**src/rtl/pcm_tdm_decoder.sv**
```systemverilog
// pcm_tdm_decoder: serial A-law PCM TDM expander.
// Deserialises an MSB-first bitstream that is qualified by bit_en and aligned to frame_sync.
// Codes are distributed over NUM_CH slots and expanded to 13-bit sign-magnitude linear form.
// The top OUT_W bits of the linear value are emitted, tagged with the channel index.
// The block tracks frame lock and flags misplaced frame_sync pulses.
// Optional feature macro: ALAW_EVEN_INVERT_EN. When it is defined, each assembled code is
// XORed with 8'h55 (G.711 even-bit inversion) before expansion.
module pcm_tdm_decoder #(
    parameter int NUM_CH        = 4,
    parameter int OUT_W         = 8,
    parameter int SYNC_MISS_MAX = 2,
    localparam int CH_W         = (NUM_CH > 1) ? $clog2(NUM_CH) : 1
) (
    input  logic             clk,
    input  logic             rst,
    input  logic             bit_en,
    input  logic             bit_in,
    input  logic             frame_sync,
    output logic             pcm_valid,
    output logic [OUT_W-1:0] pcm_out,
    output logic [CH_W-1:0]  pcm_ch,
    output logic [7:0]       code_out,
    output logic             locked,
    output logic             slip_err
);

    typedef enum logic {HUNT = 1'b0, LOCK = 1'b1} state_t;

`ifdef ALAW_EVEN_INVERT_EN
    localparam logic [7:0] INV_MASK = 8'h55;
`else
    localparam logic [7:0] INV_MASK = 8'h00;
`endif

    state_t             state_q, state_d;
    logic [6:0]         shreg_q, shreg_d;
    logic [2:0]         bit_cnt_q, bit_cnt_d;
    logic [CH_W-1:0]    ch_cnt_q, ch_cnt_d;
    logic [2:0]         miss_cnt_q, miss_cnt_d;
    logic               pcm_valid_q, pcm_valid_d;
    logic [OUT_W-1:0]   pcm_out_q, pcm_out_d;
    logic [CH_W-1:0]    pcm_ch_q, pcm_ch_d;
    logic [7:0]         code_out_q, code_out_d;
    logic               locked_q, locked_d;
    logic               slip_err_q, slip_err_d;

    logic [7:0]         word_raw;
    logic [7:0]         word_code;
    logic [12:0]        word_lin;
    logic               at_sync_pt;
    logic               miss_limit;

    // A-law expansion to 13-bit sign-magnitude: segment 0 is linear and
    // higher segments place the pattern 1,m,1 shifted up by seg-1.
    function automatic logic [12:0] alaw_expand(input logic [7:0] c);
        logic [2:0]  seg;
        logic [3:0]  m;
        logic [11:0] mag;
        seg = c[6:4];
        m   = c[3:0];
        if (seg == 3'd0) begin
            mag = {7'b0, m, 1'b1};
        end else begin
            mag = {6'b0, 1'b1, m, 1'b1} << (seg - 3'd1);
        end
        return {c[7], mag};
    endfunction

    // The current bit completes the word formed by the seven held bits.
    assign word_raw   = {shreg_q, bit_in};
    assign word_code  = word_raw ^ INV_MASK;
    assign word_lin   = alaw_expand(word_code);
    assign at_sync_pt = (bit_cnt_q == 3'd0) && (ch_cnt_q == '0);
    assign miss_limit = ({1'b0, miss_cnt_q} + 4'd1) >= 4'(SYNC_MISS_MAX);

    // Framing FSM: hunt for frame_sync, then deserialise, check alignment and expand codes.
    always_comb begin
        state_d     = state_q;
        shreg_d     = shreg_q;
        bit_cnt_d   = bit_cnt_q;
        ch_cnt_d    = ch_cnt_q;
        miss_cnt_d  = miss_cnt_q;
        pcm_valid_d = 1'b0;
        pcm_out_d   = pcm_out_q;
        pcm_ch_d    = pcm_ch_q;
        code_out_d  = code_out_q;
        slip_err_d  = 1'b0;

        case (state_q)
            HUNT: begin
                if (bit_en && frame_sync) begin
                    state_d    = LOCK;
                    shreg_d    = {6'b0, bit_in};
                    bit_cnt_d  = 3'd1;
                    ch_cnt_d   = '0;
                    miss_cnt_d = 3'd0;
                end
            end
            LOCK: begin
                if (bit_en) begin
                    if (frame_sync && !at_sync_pt) begin
                        // Misplaced sync: drop the partial word and realign on this bit.
                        slip_err_d = 1'b1;
                        shreg_d    = {6'b0, bit_in};
                        bit_cnt_d  = 3'd1;
                        ch_cnt_d   = '0;
                        miss_cnt_d = 3'd0;
                    end else if (at_sync_pt && !frame_sync && miss_limit) begin
                        // Too many missing syncs: give up lock and discard this bit.
                        state_d    = HUNT;
                        shreg_d    = 7'd0;
                        bit_cnt_d  = 3'd0;
                        ch_cnt_d   = '0;
                        miss_cnt_d = 3'd0;
                    end else begin
                        if (at_sync_pt) begin
                            miss_cnt_d = frame_sync ? 3'd0 : (miss_cnt_q + 3'd1);
                        end
                        shreg_d = word_raw[6:0];
                        if (bit_cnt_q == 3'd7) begin
                            bit_cnt_d   = 3'd0;
                            ch_cnt_d    = (ch_cnt_q == CH_W'(NUM_CH - 1)) ? '0 : (ch_cnt_q + CH_W'(1));
                            pcm_valid_d = 1'b1;
                            pcm_out_d   = word_lin[12 -: OUT_W];
                            pcm_ch_d    = ch_cnt_q;
                            code_out_d  = word_code;
                        end else begin
                            bit_cnt_d = bit_cnt_q + 3'd1;
                        end
                    end
                end
            end
            default: state_d = HUNT;
        endcase

        locked_d = (state_d == LOCK);
    end

    // State and output registers; reset clears everything and returns to HUNT.
    always_ff @(posedge clk) begin
        if (rst) begin
            state_q     <= HUNT;
            shreg_q     <= 7'd0;
            bit_cnt_q   <= 3'd0;
            ch_cnt_q    <= '0;
            miss_cnt_q  <= 3'd0;
            pcm_valid_q <= 1'b0;
            pcm_out_q   <= '0;
            pcm_ch_q    <= '0;
            code_out_q  <= 8'd0;
            locked_q    <= 1'b0;
            slip_err_q  <= 1'b0;
        end else begin
            state_q     <= state_d;
            shreg_q     <= shreg_d;
            bit_cnt_q   <= bit_cnt_d;
            ch_cnt_q    <= ch_cnt_d;
            miss_cnt_q  <= miss_cnt_d;
            pcm_valid_q <= pcm_valid_d;
            pcm_out_q   <= pcm_out_d;
            pcm_ch_q    <= pcm_ch_d;
            code_out_q  <= code_out_d;
            locked_q    <= locked_d;
            slip_err_q  <= slip_err_d;
        end
    end

    assign pcm_valid = pcm_valid_q;
    assign pcm_out   = pcm_out_q;
    assign pcm_ch    = pcm_ch_q;
    assign code_out  = code_out_q;
    assign locked    = locked_q;
    assign slip_err  = slip_err_q;

endmodule

```
**config.mk**
```make
export PLATFORM = sky130hd
export DESIGN_NAME = pcm_tdm_decoder
export DESIGN_NICKNAME = d
export VERILOG_FILES = /design/src/rtl/pcm_tdm_decoder.sv
export SDC_FILE = /design/constraint.sdc
export NUM_CORES = 1
export LEC_CHECK = 0
export CAP_MARGIN = 25
export CORE_ASPECT_RATIO = 0.8
export CORE_UTILIZATION = 33
export CTS_BUF_LIST = sky130_fd_sc_hd__clkbuf_4 sky130_fd_sc_hd__clkbuf_8 sky130_fd_sc_hd__clkbuf_16
export DETAILED_ROUTE_END_ITERATION = 10
export HOLD_SLACK_MARGIN = 0.12
export MAX_ROUTING_LAYER = met4
export SYNTH_ARGS = -nofsm -noshare
export SYNTH_HDL_FRONTEND = slang
export SYNTH_SLANG_ARGS = --single-unit
```
**constraint.sdc**
```tcl
create_clock -name clk -period 3 [get_ports clk]
set_clock_uncertainty 0.15 [all_clocks]
set_input_delay 0.45 -clock clk [delete_from_list [all_inputs] [get_ports clk]]
set_output_delay 0.45 -clock clk [all_outputs]
set_load 0.01 [all_outputs]
```
==> impl_metrics.env <==
export IMPL_antenna_left=0
export IMPL_start_util_pct=34.51
export IMPL_num_fill_cells=519
export IMPL_cts_resized_gates=0
export IMPL_tns_ns=0
export IMPL_min_period_over_period_pct=80.73
export IMPL_yosys_area_top_type_share_pct=40.09
export IMPL_io_buffers=25
export IMPL_grt_pass1_vias=1389
export IMPL_finalNetCount=242
export IMPL_startpoint_type="register"
export IMPL_dpl_instance_area_sq_mm=0.002049
export IMPL_holdWs_ns=0.3274
export IMPL_area_growth_pct=23.69
export IMPL_r2r_start="shreg_q[3]$_SDFFE_PP0P_"
export IMPL_drv_cap=0
export IMPL_leakage_nw=0.7463
export IMPL_seq_area_sq_um=700.7
export IMPL_clk_path_buf_depth=2
export IMPL_final_cells=291
export IMPL_clk_insertion_delay_late_ns=0.29
export IMPL_ys_types=44
export IMPL_route_vias_total=1601
export IMPL_setup_viol=0
export IMPL_fin_crit_ns=2.422
export IMPL_postCtsSetupBuffers=0
export IMPL_powerDensity_mw_per_mm2=445.7
export IMPL_die_x_um=83.37
export IMPL_die_area_sq_mm=0.005594
export IMPL_grt_usage_pct=15.79
export IMPL_numCtsBuffers=5
export IMPL_drt_vias_per_instance=5.502
export IMPL_hold_path_class="register to register"
export IMPL_holdBufCountCts=0
export IMPL_yosysMostFrequentCell="dfxtp_1"
export IMPL_required_ns=3.02
export IMPL_drive_gt1_share_pct=9.607
export IMPL_gp_congestion=0.8639
export IMPL_arrival_ns=2.44
export IMPL_syn_area_per_cell_sq_um=8.485
export IMPL_dp_hpwl_mm=2.734
export IMPL_diodes=0
export IMPL_cts_sinks=35
export IMPL_synth_commonest_cells="dfxtp_1, o21ai_0, a21oi_1"
export IMPL_row_count=23
export IMPL_whs_endpoint="pcm_out[1]$_SDFFE_PP0P_"
export IMPL_clk_pin_slew_ns=0.08
export IMPL_syn_inst=206
export IMPL_seq_area_frac_synth_pct=40.09
export IMPL_postSynth_asyncResetShare_pct=0
export IMPL_pin_count=26
export IMPL_die_y_um=67.10
export IMPL_postLayoutCellArea_sq_mm=0.002162
export IMPL_finalHoldViolCount=0
export IMPL_final_util_pct=42.69
export IMPL_ff2ff_path_depth=5
export IMPL_path_max_fanout=12
export IMPL_ys_ff_latch=35
export IMPL_grt_ovfl_total=0
export IMPL_status="complete, no violations"
export IMPL_grt_max_degree=20
export IMPL_tightestPinTransition_ns=0.6798
export IMPL_wl_mm=3.921
export IMPL_antenna_found_initial=0
export IMPL_syn_nets=220
export IMPL_drcViolationCount=0
export IMPL_timing_critical_path_to_type="register"
export IMPL_grt_pass1_wl_mm=6.837
export IMPL_synth_area_sq_mm=0.001748
export IMPL_ys_flop_type="dfxtp_1"
export IMPL_max_freq_mhz=412.9
export IMPL_cts_tree="done"
export IMPL_hold_depth=2
export IMPL_ys_top_cells_by_area="dfxtp_1, o21ai_0, ha_1"
export IMPL_cts_htree_levels=2
export IMPL_cts_root_buf="clkbuf_8"
export IMPL_wire_per_inst_um=13.47
export IMPL_multi_input_area_sq_um=934.6
export IMPL_placedCellCount=283
export IMPL_synth_edff_count=0
export IMPL_slew_viol_final=0
export IMPL_rsz0062_at_grt="false"
export IMPL_holdCritStartpoint="pcm_out[1]$_SDFFE_PP0P_"
export IMPL_r2r_end="pcm_out[3]$_SDFFE_PP0P_"
export IMPL_worst_setup_path_type="register to register"
export IMPL_synth_top_area_cell="dfxtp_1"
export IMPL_yosysWarnings=0
export IMPL_ir_drop_uv=264.0
export IMPL_firstDrtPassIters=4
export IMPL_drtIter0Drc=166
export IMPL_relSlewSlack_pct=54.68
export IMPL_core_area_sq_mm=0.005065
export IMPL_reg2reg_slack_ns=0.58
area by class of cell:
class	instances	area share, %
multi-input combinational	144	43.23
inverter	11	1.910
sequential	35	32.41
timing repair buffer	31	13.66
clock buffer	5	3.183
clock inverter	3	2.025
tap	62	3.588
worst max-delay path, stage by stage (launching register included):
cell and delay [ns]:
dfxtp_1 0.56, inv_1 0.18, ha_1 0.55, mux4_2 0.60, o21ai_0 0.17, a311oi_1 0.10
sequential cells by signal, indices dropped and copies added, names as in the netlist:
signal / flops
pcm_out: 8
locked: 1
ch_cnt_q: 2
shreg_q: 7
slip_err: 1
code_out: 7
miss_cnt_q: 3
pcm_valid: 1
pcm_ch: 2
bit_cnt_q: 3
per-layer routing:
layer | up-vias | GRT usage (%) | wire (um)
met4 | 0 | 5.819 | 61
met3 | 8 | 3.098 | 254
met1 | 746 | 21.60 | 1931
met5 | - | - | 0
met2 | 58 | 23.05 | 1673
li1 | 789 | - | -
report_power, final:
part           total (mW)  leakage, nW  switching [mW]  internal, mW
Clock               0.427       0.0581           0.179         0.247
Sequential          0.474        0.282         0.00568         0.468
Combinational      0.0634        0.406          0.0376        0.0258
stage by stage:
stage                     worst slack, ns  total power [mW]
after floorplan                    0.8942            0.5247
after global placement             0.4377            0.5476
after detailed placement           0.3896            0.5474
after CTS                          0.5936            0.9736
after global routing               0.4403             1.002
final                              0.5782            0.9637
how the worst max path moves through the flow:
stage | startpoint | endpoint | slack, ns
floorplan | shreg_q[3]$_SDFFE_PP0P_ | pcm_out[5]$_SDFFE_PP0P_ | 0.89
global placement | frame_sync | pcm_out[5]$_SDFFE_PP0P_ | 0.44
detailed placement | frame_sync | pcm_out[5]$_SDFFE_PP0P_ | 0.39
CTS | shreg_q[3]$_SDFFE_PP0P_ | pcm_out[3]$_SDFFE_PP0P_ | 0.59
global route | shreg_q[3]$_SDFFE_PP0P_ | pcm_out[5]$_SDFFE_PP0P_ | 0.44
finish | shreg_q[3]$_SDFFE_PP0P_ | pcm_out[3]$_SDFFE_PP0P_ | 0.58
cell usage in the layout (no fill, tap or decap), types with 2 or more instances in the layout:
cell type,count
dfxtp_1,35
clkdlybuf4s50_1,25
o21ai_0,23
a21oi_1,20
nand3_1,15
nor2_1,12
inv_1,11
a22oi_1,9
ha_1,9
nand2_1,7
nor3_1,6
buf_4,6
nand2b_1,5
clkbuf_8,5
nand4_1,4
nand3b_1,3
mux2i_1,3
xor2_1,2
o31ai_1,2
and2_1,2
logic make-up (layout without fill, tap and decap cells):
family                     count (synthesis)  after routing  synth area share, %
DFF                                       35             35                40.09
xor gates and xnor gates                   3              3                1.503
adders and majority gates                  9              9                6.442
buffers and inverters                     27             50                6.442
and+or+nand+nor                           62             62                18.97
muxes                                      4              4                3.006
AOI/OAI and AO/OA                         66             66                23.55
No activity file was read; power rests on OpenSTA's default activity.
==> RTL change 1, RTL diff (same flow settings) <==
Remove the register `slip_err_q`: a continuous assignment takes its place, so the output `slip_err` follows one clock earlier.
--- a/src/rtl/pcm_tdm_decoder.sv
+++ b/src/rtl/pcm_tdm_decoder.sv
@@ -150,5 +150,4 @@
             code_out_q  <= 8'd0;
             locked_q    <= 1'b0;
-            slip_err_q  <= 1'b0;
         end else begin
             state_q     <= state_d;
@@ -162,7 +161,8 @@
             code_out_q  <= code_out_d;
             locked_q    <= locked_d;
-            slip_err_q  <= slip_err_d;
         end
     end
+
+    assign slip_err_q = slip_err_d;
 
     assign pcm_valid = pcm_valid_q;
Formal check against the unedited RTL: not equivalent (Yosys sat finds a counterexample within 4 cycles, from zero or initial values and one cycle with rst high).
==> RTL change 1 against the unedited design <==
  * Die area up 0.69%
  * Power fell by 8.9%
  * Sequential cell count shrank 1
  * Cell area decreased by 0.23%
  * Sequential share of layout area decreased by 0.85 points
  * Worst setup slack lost 22 ps
  * Area after synthesis grew 0.72%
  * Routed wire length fell by 9.7%
==> RTL change 1: results (changes against the unedited design) <==
status:
  status: "finished clean"  # unchanged
finish:
  num-fill-cells: 501  # was 519
  antennaDiodeCount: 0  # unchanged
  layout.nets: 234  # was 242
  drive_gt1_share_pct: 10.9  # was 9.61%
power_and_ir_drop:
  p_leak_nw: 0.760  # was 0.746 nW
  vdd_drop_max_v: 0.000234  # was 0.000264 V
detailed_routing:
  drtIter0Drc: 62  # was 166
  wl_met3_um: 159  # was 254 um
  vias_per_cell: 4.98  # was 5.50
  wire_per_inst_um: 12.5  # was 13.5 um
  routed.top_layer: "met4"  # unchanged
  wl_met1_mm: 1.95  # was 1.93 mm
  dr_wl_met2_mm: 1.39  # was 1.67 mm
  dr.pass1.iters: 4  # unchanged
global_route:
  grt_pass1_wl_mm: 6.15  # was 6.84 mm
  grt.met3_usage_pct: 4.40  # was 3.10%
  met1_usage_pct: 19.2  # was 21.6%
  grt_max_degree: 20  # unchanged
  grt_use_met2_pct: 20.6  # was 23.1%
  grt_pass1_vias: 1323  # was 1389
  track_usage_pct: 14.5  # was 15.8%
worst_setup_path:
  reg2reg_slack_ps: 670  # was 580 ps
  cp_slowest_cell: "clkdlybuf4s50_1"  # was mux4_2
  r2r-start: "shreg_q[4]"  # was shreg_q[3]
  r2r_cells: 7  # was 5
  critPathArrivalTime_ps: 1840  # was 2440 ps
  max_stage_delay_ps: 660  # was 600 ps
  cpLargestDelayFamily: "buffers and inverters"  # was multiplexers
  critPathMaxFanout: 9  # was 12
  crit_start: "frame_sync"  # was shreg_q[3]
  reg2reg_to: "pcm_out[0]"  # was pcm_out[3]
  endpoint: "slip_err"  # was pcm_out[3]
logic_synthesis:
  synth_common_cells: "dfxtp_1, nor2_1, mux2i_1, nand2_1, inv_1"  # was dfxtp_1, o21ai_0, a21oi_1, nand3_1, nor2_1
  yosys.area.top_type_share_pct: 38.7  # was 40.1%
  ys_top_cells_by_area: "dfxtp_1, mux2i_1, nor2_1, ha_1, a22oi_1"  # was dfxtp_1, o21ai_0, ha_1, a21oi_1, nand3_1
  ys_seq_area_share_pct: 38.7  # was 40.1%
  synthMuxAreaShare_pct: 10.4  # was 3.01%
  synth-adder-area-share_pct: 6.40  # was 6.44%
  syn-num-nets: 209  # was 220
  synth_compound_area_share_pct: 19.0  # was 23.6%
  synth-xor-area-share_pct: 0.498  # was 1.50%
  synth_cell_type_count: 45  # was 44
  synth_seq_cells: 34  # was 35
clocking:
  path_clk_slew_ps: 70
  htreeDepth: 2  # unchanged
  clock-root-buffer: "clkbuf_8"  # unchanged
  cts.path.max_buffers: 2  # unchanged
  ctsResizeCount: 0  # unchanged
  clk_latency_ps: 290  # about the same
placement:
  port-buffer-count: 25  # unchanged
  gp_congestion: 0.766  # was 0.864
  hpwl_mm: 2.48  # was 2.73 mm
worst_hold_path:
  min-delay-start: "pcm_out[5]"  # was pcm_out[1]
  hold-path-endpoint: "pcm_out[5]"  # was pcm_out[1]
  hp-class: "flop to flop"  # unchanged
timing:
  drv_slew: 0  # unchanged
  tightest_slew_ps: 614  # was 680 ps
## RTL change 1: final cells by class
| type | count | area (um^2) | share of cell area, % |
|---|---|---|---|
| Timing Repair Buffer | 31 | 295 | 13.7 |
| Multi-Input combinational cell | 138 | 971 | 45.0 |
| Inverter | 10 | 37.5 | 1.74 |
| Clock buffer | 7 | 90.1 | 4.18 |
| Tap cell | 62 | 77.6 | 3.60 |
| Sequential cell | 34 | 681 | 31.6 |
| Clock inverter | 1 | 5.00 | 0.232 |
## RTL change 1: through the flow
stage               utilization [%]  instance area, um^2  hold WS, ps  worst slack, ps  std cells
finish                         42.6                 2160          321              556        283
global route                   42.6                 2160          356              460        283
CTS                            42.6                 2160          322              560        283
detailed placement             40.7                 2060          311              491        275
global placement               40.7                 2060          305              523        275
floorplan                         -                 1760          309              730        195
## RTL change 1: where the power goes
part           internal (mW)  total [mW]  switching, mW
registers              0.455       0.460        0.00449
clock network          0.194       0.355          0.161
logic                 0.0253      0.0636         0.0383
total                  0.674       0.878          0.204
==> RTL change 2, RTL diff (config.mk and constraints unchanged) <==
Made on the original files. Change the parameter `OUT_W` from 8 to 9.
--- a/src/rtl/pcm_tdm_decoder.sv
+++ b/src/rtl/pcm_tdm_decoder.sv
@@ -8,5 +8,5 @@
 module pcm_tdm_decoder #(
     parameter int NUM_CH        = 4,
-    parameter int OUT_W         = 8,
+    parameter int OUT_W         = 9,
     parameter int SYNC_MISS_MAX = 2,
     localparam int CH_W         = (NUM_CH > 1) ? $clog2(NUM_CH) : 1
Interface: changed (resized pcm_out); port bits go from 26 to 27. The function was not compared with the original's and may differ.
==> RTL change 2 against the unedited design <==
  * The flow now finishes with violations (design-rule violations)
  * Routed wire length is 7.1% higher
  * Worst setup slack worse by 130 ps
  * Critical path depth is 2 higher
  * Power is 1.6% higher
  * Area after synthesis is 2.6% higher
  * Cell area is 2.9% higher
  * First-iteration DRC count is 31% lower
  * Sequential share of layout area hardly changed
  * Utilization is 0.74 points higher
  * Sequential cell count is 1 higher
  * Cell count is 2.4% higher
  * Critical endpoint is now pcm_out[7]
  * Largest cell class unchanged
  * Largest power group unchanged
==> RTL change 2: results (changes against the unedited design) <==
status:
  status: "finished, violations left"  # was finished clean
  failed_checks: "design-rule violations"
detailed_routing:
  dr.pass1.iters: 10  # was 4
  drtIter0Drc: 115  # was 166
  drt_wl_total_mm: 4.20  # was 3.92 mm
  drc: 8  # was 0
  dr_total_vias: 1587  # was 1601
global_route:
  track_usage_pct: 16.2  # was 15.8%
  met1_usage_pct: 23.5  # was 21.6%
  grt.met3_usage_pct: 3.62  # was 3.10%
  grt_max_degree: 37  # was 20
  grt_use_met2_pct: 22.1  # was 23.1%
  grt_pass1_vias: 1430  # was 1389
finish:
  sh_seq_area_pct: 32.4  # about the same
  num-fill-cells: 520  # was 519
  seq_cells: 36  # was 35
  nMultiInputCombCells: 151  # was 144
  largest_reg_flops: 9  # was 8
  area_delta_synth_final_pct: 24.0  # was 23.7%
  drive_gt1_share_pct: 7.63  # was 9.61%
  inv_count: 10  # was 11
  multi_input_area_um2: 980  # was 935 um^2
  final-nonclk-buf-share_pct: 13.4  # was 13.7%
placement:
  port-buffer-count: 26  # was 25
  gp_congestion: 0.852  # was 0.864
logic_synthesis:
  synth_common_cells: "dfxtp_1, a21oi_1, o21ai_1, nand3_1"  # was dfxtp_1, o21ai_0, a21oi_1, nand3_1, nor2_1
  postSynthAreaPerCell_um2: 8.46  # was 8.49 um^2
  syn-num-nets: 227  # was 220
worst_setup_path:
  reg2reg_slack_ps: 450  # was 580 ps
  critPathMaxFanout: 18  # was 12
  cpLargestDelayFamily: "compound AO/OA/AOI/OAI gates"  # was multiplexers
  cp_slowest_cell: "or4_1"  # was mux4_2
power_and_ir_drop:
  p_sw_share_pct: 23.0  # was 23.1%
[RTL change 2: metrics by stage]
step / hold slack, ps / cells / power [mW] / utilization (%) / setup WS, ps
2_1_floorplan: 293 / 212 / 0.541 / - / 655
5_1_grt: 348 / 298 / 1.03 / 43.4 / 319
3_5_place_dp: 312 / 290 / 0.566 / 41.3 / 238
3_3_place_gp: 313 / 290 / 0.566 / 41.3 / 287
6_report: 324 / 298 / 0.979 / 43.4 / 451
4_1_cts: 325 / 298 / 0.989 / 43.4 / 443
[RTL change 2: power groups by stage]
stage | combinational [mW] | sequential (mW) | clock (mW)
2_1_floorplan | 0.0438 | 0.497 | 0
3_3_place_gp | 0.0677 | 0.498 | 0
3_5_place_dp | 0.0681 | 0.498 | 0
4_1_cts | 0.0682 | 0.487 | 0.433
5_1_grt | 0.0753 | 0.488 | 0.462
6_report | 0.0688 | 0.487 | 0.423
[RTL change 2: kinds of logic (layout without fill, tap and decap cells)]
logic type	Yosys count	in the layout	synth area share, %
AO/OA/AOI/OAI	73	73	25.2
AND/OR/NAND/NOR	62	62	18.8
flip-flops	36	36	40.2
buffers and inverters	25	49	5.51
adder cells (fa/ha/maj)	10	10	6.97
multiplexers	5	5	2.86
XOR/XNOR	1	1	0.488
[RTL change 2: metal layers]
metal  part of all wire, %  vias to the layer above
met5                     0                        -
met3                   4.0                        4
met4                  0.98                        0
li1                      -                      816
met2                    39                       34
met1                    56                      733
[RTL change 2: final timing paths]
kind / start / endpoint / cells after the start
min: shreg_q[6] / pcm_out[8] / 2
max reg2reg: miss_cnt_q[1] / pcm_out[7] / 7
min reg2reg: shreg_q[6] / pcm_out[8] / 2
max: miss_cnt_q[1] / pcm_out[7] / 7
